==> src/rtl/alu_operand_stage.sv <==
// Operand/opcode capture and result registration around the combinational ALU.
// Loads A, B and the opcode from a shared bus, then latches the result and {N,Z,C,V}.
module alu_operand_stage #(
  parameter int n_bits  = 8,
  parameter int op_bits = 3
) (
  input  logic               clk,
  input  logic               reset,
  input  logic [n_bits-1:0]  dato_in,
  input  logic               cargar,
  input  logic [n_bits-1:0]  resultado_alu,
  input  logic               carry_alu,
  input  logic               overflow_alu,
  output logic [n_bits-1:0]  entrada_a,
  output logic [n_bits-1:0]  entrada_b,
  output logic [op_bits-1:0] opcode,
  output logic [n_bits-1:0]  resultado,
  output logic [3:0]         flags,
  output logic               valido,
  output logic [2:0]         estado
);

  typedef enum logic [2:0] {
    ESPERA_A  = 3'd0,
    ESPERA_B  = 3'd1,
    ESPERA_OP = 3'd2,
    CALCULA   = 3'd3,
    MUESTRA   = 3'd4
  } estado_t;

  estado_t             st_q, st_nx;
  logic [n_bits-1:0]   a_q, a_nx;
  logic [n_bits-1:0]   b_q, b_nx;
  logic [op_bits-1:0]  op_q, op_nx;
  logic [n_bits-1:0]   res_q, res_nx;
  logic [3:0]          fl_q, fl_nx;
  logic                val_q, val_nx;

  always_ff @(posedge clk) begin
    if (reset) begin
      st_q  <= ESPERA_A;
      a_q   <= '0;
      b_q   <= '0;
      op_q  <= '0;
      res_q <= '0;
      fl_q  <= '0;
      val_q <= 1'b0;
    end else begin
      st_q  <= st_nx;
      a_q   <= a_nx;
      b_q   <= b_nx;
      op_q  <= op_nx;
      res_q <= res_nx;
      fl_q  <= fl_nx;
      val_q <= val_nx;
    end
  end

  always_comb begin
    st_nx  = st_q;
    a_nx   = a_q;
    b_nx   = b_q;
    op_nx  = op_q;
    res_nx = res_q;
    fl_nx  = fl_q;
    val_nx = val_q;
    case (st_q)
      ESPERA_A: begin
        if (cargar) begin
          a_nx  = dato_in;
          st_nx = ESPERA_B;
        end
      end
      ESPERA_B: begin
        if (cargar) begin
          b_nx  = dato_in;
          st_nx = ESPERA_OP;
        end
      end
      ESPERA_OP: begin
        if (cargar) begin
          op_nx = dato_in[op_bits-1:0];
          st_nx = CALCULA;
        end
      end
      CALCULA: begin
        // Single cycle; a strobe arriving here is deliberately dropped.
        res_nx = resultado_alu;
        fl_nx  = {resultado_alu[n_bits-1], (resultado_alu == '0), carry_alu, overflow_alu};
        val_nx = 1'b1;
        st_nx  = MUESTRA;
      end
      MUESTRA: begin
        // A new A starts the next operation; old result stays visible until CALCULA.
        if (cargar) begin
          a_nx   = dato_in;
          val_nx = 1'b0;
          st_nx  = ESPERA_B;
        end
      end
      default: st_nx = ESPERA_A;
    endcase
  end

  assign entrada_a = a_q;
  assign entrada_b = b_q;
  assign opcode    = op_q;
  assign resultado = res_q;
  assign flags     = fl_q;
  assign valido    = val_q;
  assign estado    = st_q;

endmodule

==> config.mk <==
export PLATFORM = sky130hd
export DESIGN_NAME = alu_operand_stage
export DESIGN_NICKNAME = d
export VERILOG_FILES = /design/src/rtl/alu_operand_stage.sv
export SDC_FILE = /design/constraint.sdc
export NUM_CORES = 1
export LEC_CHECK = 0
export ABC_AREA = 0
export CAP_MARGIN = 20
export CELL_PAD_IN_SITES_DETAIL_PLACEMENT = 2
export CELL_PAD_IN_SITES_GLOBAL_PLACEMENT = 2
export CORE_UTILIZATION = 25
export DETAILED_ROUTE_END_ITERATION = 8
export HOLD_SLACK_MARGIN = 0.1
export PLACE_DENSITY = 0.8
export SKIP_CTS_REPAIR_TIMING = 1
export SYNTH_ARGS = -nofsm -noshare
export SYNTH_HDL_FRONTEND = slang
export SYNTH_SLANG_ARGS = --single-unit
export TNS_END_PERCENT = 5
==> constraint.sdc <==
create_clock -name clk -period 1.7 [get_ports clk]
set_input_delay 0.255 -clock clk [delete_from_list [all_inputs] [get_ports clk]]
set_output_delay 0.255 -clock clk [all_outputs]
set_load 0.1 [all_outputs]
==> results of run 1 <==
-- worst min path at each step --
| stage | endpoint | from | slack (ns) |
|---|---|---|---|
| floorplan | flags[0]$_SDFFE_PP0P_ | overflow_alu | 0.39 |
| CTS | resultado[5]$_SDFFE_PP0P_ | resultado[5]$_SDFFE_PP0P_ | 0.51 |
| global route | resultado[5]$_SDFFE_PP0P_ | resultado[5]$_SDFFE_PP0P_ | 0.53 |
| detailed placement | resultado[5]$_SDFFE_PP0P_ | resultado[5]$_SDFFE_PP0P_ | 0.50 |
| finish | resultado[3]$_SDFFE_PP0P_ | resultado[3]$_SDFFE_PP0P_ | 0.50 |
| global placement | resultado[3]$_SDFFE_PP0P_ | resultado[3]$_SDFFE_PP0P_ | 0.48 |
-- state kept, by name, summed over array words and instances (netlist names) --
register	flops
flags	3
opcode	3
entrada_b	8
estado	3
valido	1
resultado	8
entrada_a	8
-- power groups by stage --
stage	logic, µW	clock network (µW)	registers [µW]
2_1_floorplan	121	0	1130
3_3_place_gp	596	0	899
3_5_place_dp	610	0	902
4_1_cts	613	654	885
5_1_grt	630	692	890
6_report	606	629	884
-- critical path: stages --
cell and delay (ns):
sky130_fd_sc_hd__clkdlybuf4s50_1 0.57, sky130_fd_sc_hd__nor3b_2 0.20, sky130_fd_sc_hd__buf_4 0.23, sky130_fd_sc_hd__mux2i_1 0.24, sky130_fd_sc_hd__nor2_1 0.06
-- area by class of cell --
class / instances / area share
clock buffers: 7 / 0.03659
clock inverters: 1 / 0.002121
inverters: 1 / 0.001591
multi-input cells: 89 / 0.2328
flip-flops and latches: 34 / 0.2895
well taps: 67 / 0.03552
repair buffers: 58 / 0.4019
-- per-layer routing --
| metal | vias up | track usage | wire length (µm) |
|---|---|---|---|
| met5 | - | 0 | 0 |
| met4 | 0 | 0.05128 | 55 |
| met3 | 6 | 0.06640 | 350 |
| met2 | 47 | 0.2828 | 1973 |
| met1 | 564 | 0.1847 | 1688 |
| li1 | 554 | - | - |
-- layout by cell type (no fill, tap or decap) --
cell,netlist,layout
sky130_fd_sc_hd__nor2_1,20,20
sky130_fd_sc_hd__buf_12,0,37
sky130_fd_sc_hd__and3b_1,1,1
sky130_fd_sc_hd__nor4_1,2,2
sky130_fd_sc_hd__clkinv_2,0,1
sky130_fd_sc_hd__clkbuf_1,4,1
sky130_fd_sc_hd__and4bb_1,1,1
sky130_fd_sc_hd__nor2b_1,1,1
sky130_fd_sc_hd__nand3b_1,1,1
sky130_fd_sc_hd__nor3b_2,1,1
sky130_fd_sc_hd__dfxtp_1,34,32
sky130_fd_sc_hd__nor3_1,1,1
sky130_fd_sc_hd__dfxtp_2,0,2
sky130_fd_sc_hd__and4bb_2,1,1
sky130_fd_sc_hd__a21oi_1,12,12
sky130_fd_sc_hd__mux2i_1,20,20
sky130_fd_sc_hd__inv_1,1,1
sky130_fd_sc_hd__a21oi_2,1,1
sky130_fd_sc_hd__nor3b_1,1,1
sky130_fd_sc_hd__a211oi_1,1,1
sky130_fd_sc_hd__clkbuf_8,0,6
sky130_fd_sc_hd__clkdlybuf4s50_1,0,20
sky130_fd_sc_hd__nand2_1,21,21
sky130_fd_sc_hd__or4b_4,1,1
sky130_fd_sc_hd__and2b_1,1,1
sky130_fd_sc_hd__o21bai_1,1,1
sky130_fd_sc_hd__nand3_1,1,1
sky130_fd_sc_hd__buf_4,3,1
-- per-stage QoR --
step	cells	setup WS, ns	setup TNS (ns)
final	257	0.3175	0
after global routing	257	0.2156	0
after CTS	257	0.3052	0
after detailed placement	249	0.01307	0
after global placement	249	0.1156	0
after floorplan	134	-0.05518	-0.4856
-- cell families after synthesis --
family	Yosys count	synth area share
AOI/OAI and AO/OA	15	0.06455
buffers and inverters	11	0.05297
DFF	34	0.5241
muxes	20	0.1541
and+or+nand+nor	54	0.2042
==> impl_summary.md, run 1 <==
Place
During placement, the flow inserted port buffers numbering 55. The total half-perimeter wirelength after legalization and detailed placement is 3033 µm. After detailed placement, the total cell area comes to 2268 µm². Routability-driven placement finished with a final weighted congestion of 0.7385.

Cells and area
The combined area of the multi-input logic cells is 549.3 µm². The finished cells cover 2360 µm². The count of filler cells inserted in the layout is 502. In the final layout, flip-flops and latches occupy 683.2 µm². The final net count is 210.

The layout overhead on the synthesized area is 81.70%. The number of antenna cells inserted is 0. The fraction of the core area covered by cells at the end of the flow is 0.4867.

In the final layout, the share of cells above drive strength 1 is 0.2684.

Power and ir drop
The fraction of power spent switching nets is 0.3395. The combinational share of power is 0.286. The net switching power is 719.3 µW. The design internal power is 1399 µW. Dividing total power by cell area gives a power density of 897.9 nW/µm². Of the total power, the clock network draws 0.297. Across the VDD grid, the largest voltage drop is 450.5 µV. The leakage power is 0.0008786 µW. The design draws 2119 µW. Of the total power, registers draw 0.417.

CTS
Clock tree synthesis found a total of 34 sinks. No sink is reached through more buffers than the 2 on the longest clock path. The later-pin clock latency in the skew report is 0.29 ns. Counting the buffers created by CTS gives 5.

Clock-pin slew was measured on the worst setup and hold paths at 0.07 ns. The root buffer cell chosen for the clock tree is sky130_fd_sc_hd__clkbuf_8. The H-tree was split into 2 levels.

TritonCTS built the clock tree.

STA
The final-report setup violation count is 0. Dividing the final minimum period by the clock period gives 0.8132. The worst clock skew is 0.007871 ns.

The transition time at the pin with the least slew margin is 0.5196 ns. Final hold analysis gives a worst-case slack of 0.5012 ns. The final hold violation count is 0. Measured against its own limit, the worst slew margin works out to 0.6525.

Timing would allow up to 723.3 MHz. The max-slew violation total from the final report is 0. Setup repair after global routing left no endpoint under its margin. The final period demand of the worst path is 1.382 ns.

Synthesis
The number of synthesis warnings is 0. The sequential cell area fraction in the yosys report is 0.5241. The share of the synthesized area in the top cell type is 0.5241. The post-synthesis instance area is 1299 µm². The count of state elements after synthesis is 34.

The most common cell in the synthesized netlist is sky130_fd_sc_hd__dfxtp_1. Counting every net in the synthesized netlist gives 155. Averaged over all synthesized cells, the footprint is 9.692 µm². After synthesis, the cell types taking the most area are sky130_fd_sc_hd__dfxtp_1 52%, sky130_fd_sc_hd__mux2i_1 15%, sky130_fd_sc_hd__nand2_1 6.1%. The number of synthesized flops with an enable pin is 0.

Synthesis handed over a netlist of 134 instances. The netlist uses 25 different library cells. For this run, the leading register cell type out of synthesis is sky130_fd_sc_hd__dfxtp_1. The commonest cells after synthesis are 34 x sky130_fd_sc_hd__dfxtp_1, 21 x sky130_fd_sc_hd__nand2_1, 20 x sky130_fd_sc_hd__mux2i_1, 20 x sky130_fd_sc_hd__nor2_1, 12 x sky130_fd_sc_hd__a21oi_1. The share of async-settable or async-resettable flops after synthesis is 0. The largest total area in the synthesized netlist belongs to sky130_fd_sc_hd__dfxtp_1.

Detailed routing
The initial DRC count is 30. Across all layers, the routed design uses 1,171 vias. The final antenna-violating net count is 0. The routed length per placed instance is 15.83 µm. After detailed routing, the number of vias per cell comes to 4.556. The detailed-routing iteration count for the pre-antenna-repair pass is 4. The number of remaining DRC errors is 0.

The final layout contains routed wiring with a total length of 4068 µm.

Worst setup path
Along the worst path, the maximum fanout reaches 10. Data arrives at the worst endpoint at 1.56 ns. The minimum setup slack among reg-to-reg paths is 0.38 ns.

The start point of the critical path is cargar. The cell depth of the worst flop-to-flop path is 3. The critical path class is in2reg. The worst flop-to-flop path startpoint is estado[2]$_SDFFE_PP0P_. In this run the worst setup path terminates at entrada_a[5]$_SDFFE_PP0P_. The startpoint type of the worst setup path is an input pin.

The critical path required time is 1.88 ns. STA classifies the critical path endpoint as a flip-flop. In this run the critical register-to-register path is captured at flags[2]$_SDFFE_PP0P_.

Floorplanning
From left edge to right edge, the die measures 74.08 µm. Measured along the y axis, the die boundary spans 74.08 µm. Pin placement for this block handled 56 I/O pins.

The row count is 25. The initial utilization of the core area, before any placement, comes to 0.2679. The total die area is 5487 µm². The area of the core region is 4848 µm².

Min path
The worst hold path was traced through 2 stages. The worst hold path belongs to the class reg2reg.

Global routing
The number of antenna violations at the first check in global routing is 0. The number of global-route vias before repair is 1,330. The first global-routing pass estimated 6679 µm of wire. The overall fraction of global-route tracks in use is 0.1640. The largest net degree at the start of global routing is 35. The overall overflow remaining after global route is 0.

Job
Max-cap violations in this run came to 0.

Status
The run finished with clean final reports.
Note: power is estimated with default switching activity, not from simulation.
==> inputs of run 2 (changes only) <==
Settings changed: CORE_UTILIZATION 25 to 23, PLACE_DENSITY 0.8 to 0.74.
Clock period 1.7 ns to 1.4 ns, I/O delays scaled along.
==> run 2 against run 1 <==
Sequential cell count stayed put; hold slack worse by 0.0047 ns; sequential share of layout area down 0.42 points; count of clock-buffer cells in the layout up 1; combinational power rose by 22%; die area rose by 8.5%; via count fell by 1.2%; design area up 1.9%; setup slack got worse by 0.23 ns; first-iteration DRC count rose by 10%.
==> impl_summary.md, run 2 (same netlist as run 1, synthesis figures left out) <==
Min path
The cell count of the worst hold path is 2 (unchanged). The min-delay analysis places its worst path in the category reg2reg.

CTS
The number of buffers created by CTS was 5 (unchanged). The later-pin clock latency in the skew report came to 0.28 ns (about the same). The register clock-pin slew on the reported worst setup and hold paths is 0.07 ns (about the same).

The total number of H-tree levels is 2 (unchanged). The clock sink total came to 34 (unchanged). CTS placed an instance of sky130_fd_sc_hd__clkbuf_8 at the clock tree root. TritonCTS built the clock tree. The maximum buffer depth of the clock tree is 2 (unchanged).

STA
The transition time at the pin with the least slew margin is 0.2930 ns (-0.2266 ns). The worst slew slack as a fraction of its limit is 0.8029 (+0.1503). The max-slew violation total from the final report was 0 (unchanged). The final-report setup violation count is 0 (unchanged). In the finished design, the share of the clock period the worst path needs comes to 0.9369.

The final hold violation count was 0 (unchanged). The worst clock skew came to 0.002475 ns (-0.005396 ns). The achievable frequency is 762.4 MHz. The worst path needs 1.312 ns of the cycle, external delays included. The total negative slack is 0 ns (unchanged). Setup repair after global routing left no endpoint under its margin. The post-route worst setup slack is 0.08837 ns (-0.2292 ns).

Job
The max-capacitance violation count is 0 (unchanged).

Floorplanning
The total die area is 5951 µm² (+8.5%). The I/O pin count is 56 (unchanged). The row count was 26 (+4.0%). The horizontal die dimension came to 77.15 µm (+4.1%).

The effective utilization at floorplan was 0.2464 (-0.02143). The die extent in y is 77.15 µm (+4.1%). The area of the core region is 5270 µm² (+8.7%).

Power and ir drop
The leakage power is 0.0008995 µW (+2.4%). The total power density per cell area came to 1104 nW/µm² (+23%). The largest vdd supply drop is 481.2 µV (+6.8%).

Place
The routability congestion estimate is 0.7546 (+2.2%). The minimum setup slack after placement came to -0.2418 ns (-0.2549 ns). The total half-perimeter wirelength after legalization and detailed placement was 2998 µm (-1.2%). The number of buffer cells added on primary ports is 55 (unchanged).

Worst setup path
The cell depth of the worst flop-to-flop path is 4 (+1). The data arrival time at the worst-slack endpoint is 1.49 ns (-0.07 ns). The startpoint type of the worst setup path is an input pin. The maximum fanout along the worst path came to 10 (unchanged). The critical path required time came to 1.57 ns (-0.31 ns).

The critical path class is in2reg. The worst setup path is captured at a flip-flop.

Global routing
The overall overflow remaining after global route is 0 (unchanged). The number of global-route vias before repair is 1,306 (-1.8%). The number of antenna violations at the first check in global routing is 0 (unchanged). The overall fraction of global-route tracks in use is 0.1411 (-0.02290).

The first-pass GRT wire length came to 6534 µm (-2.2%). The largest net degree at the start of global routing is 35 (unchanged).

Cells and area
The number of antenna cells inserted is 0 (unchanged). The final net count came to 212 (+0.95%). The proportion of layout cells with a drive suffix above 1 is 0.2917 (+0.02325). The top cell types in the final layout, fill and taps aside, are 37 x sky130_fd_sc_hd__buf_12, 30 x sky130_fd_sc_hd__dfxtp_1, 21 x sky130_fd_sc_hd__nand2_1. From synthesis to final layout, the design area changed by 85.07%.

The library cell used most frequently in the layout, excluding fill and tap cells, is sky130_fd_sc_hd__buf_12.

Detailed routing
The routed via count divided by cell count is 4.416 (-3.1%). The final antenna-violating net count is 0 (unchanged). The number of remaining DRC errors came to 0 (unchanged). The total number of vias was 1,157 (-1.2%). The initial DRC count is 33 (+10%).

The detailed-routing iteration count for the pre-antenna-repair pass came to 2 (-2). The wire length after detailed routing came to 3976 µm (-2.3%). The routed length per placed instance is 15.18 µm (-4.1%).

Status
The run finished with clean final reports.
==> run 2: cell type report <==
type	instances	area (µm²)
Clock buffer	8	110.1
Tap cell	70	87.58
Timing Repair Buffer	60	967.2
Multi-Input combinational cell	89	549.3
Sequential cell	34	685.7
Fill cell	551	2867
Inverter	1	3.754
==> run 2: final timing paths <==
path / start / end / slack (ns)
setup reg to reg: estado[0]$_SDFFE_PP0P_ / entrada_b[4]$_SDFFE_PP0P_ / 0.14
hold / removal: flags[1]$_SDFFE_PP0P_ / flags[1]$_SDFFE_PP0P_ / 0.50
hold reg to reg: flags[1]$_SDFFE_PP0P_ / flags[1]$_SDFFE_PP0P_ / 0.50
setup / recovery: cargar / entrada_a[6]$_SDFFE_PP0P_ / 0.09
==> run 2: where the power goes <==
| part | total, µW | switching [µW] | internal, µW |
|---|---|---|---|
| combinational | 737 | 443 | 294 |
| clock | 842 | 345 | 497 |
| sequential | 1070 | 60.9 | 1010 |
| total | 2650 | 849 | 1800 |
==> run 2: worst max-delay path, cell delays in order <==
cell and delay [ns]:
sky130_fd_sc_hd__clkdlybuf4s50_1 0.57, sky130_fd_sc_hd__nor3b_2 0.22, sky130_fd_sc_hd__buf_6 0.19, sky130_fd_sc_hd__mux2i_1 0.23, sky130_fd_sc_hd__nor2_1 0.06
==> run 2: per-stage QoR <==
step           total power (µW)  utilization  area [µm²]  std cells  hold WS (ns)
6_report                   2653       0.4561        2404        262        0.4965
2_1_floorplan              1521            -        1304        134        0.3385
4_1_cts                    2691       0.4539        2392        261        0.5010
5_1_grt                    2760       0.4561        2404        262        0.5195
3_3_place_gp               1819       0.4330        2282        253        0.4830
3_5_place_dp               1834       0.4330        2282        253        0.4906
==> run 2: per-layer routing <==
layer / up-vias / share of wire / GRT usage
met4: 0 / 0.0048 / 0.03962
met3: 2 / 0.099 / 0.06310
met1: 543 / 0.40 / 0.1500
met2: 51 / 0.49 / 0.2496
met5: - / 0 / 0
li1: 561 / - / -
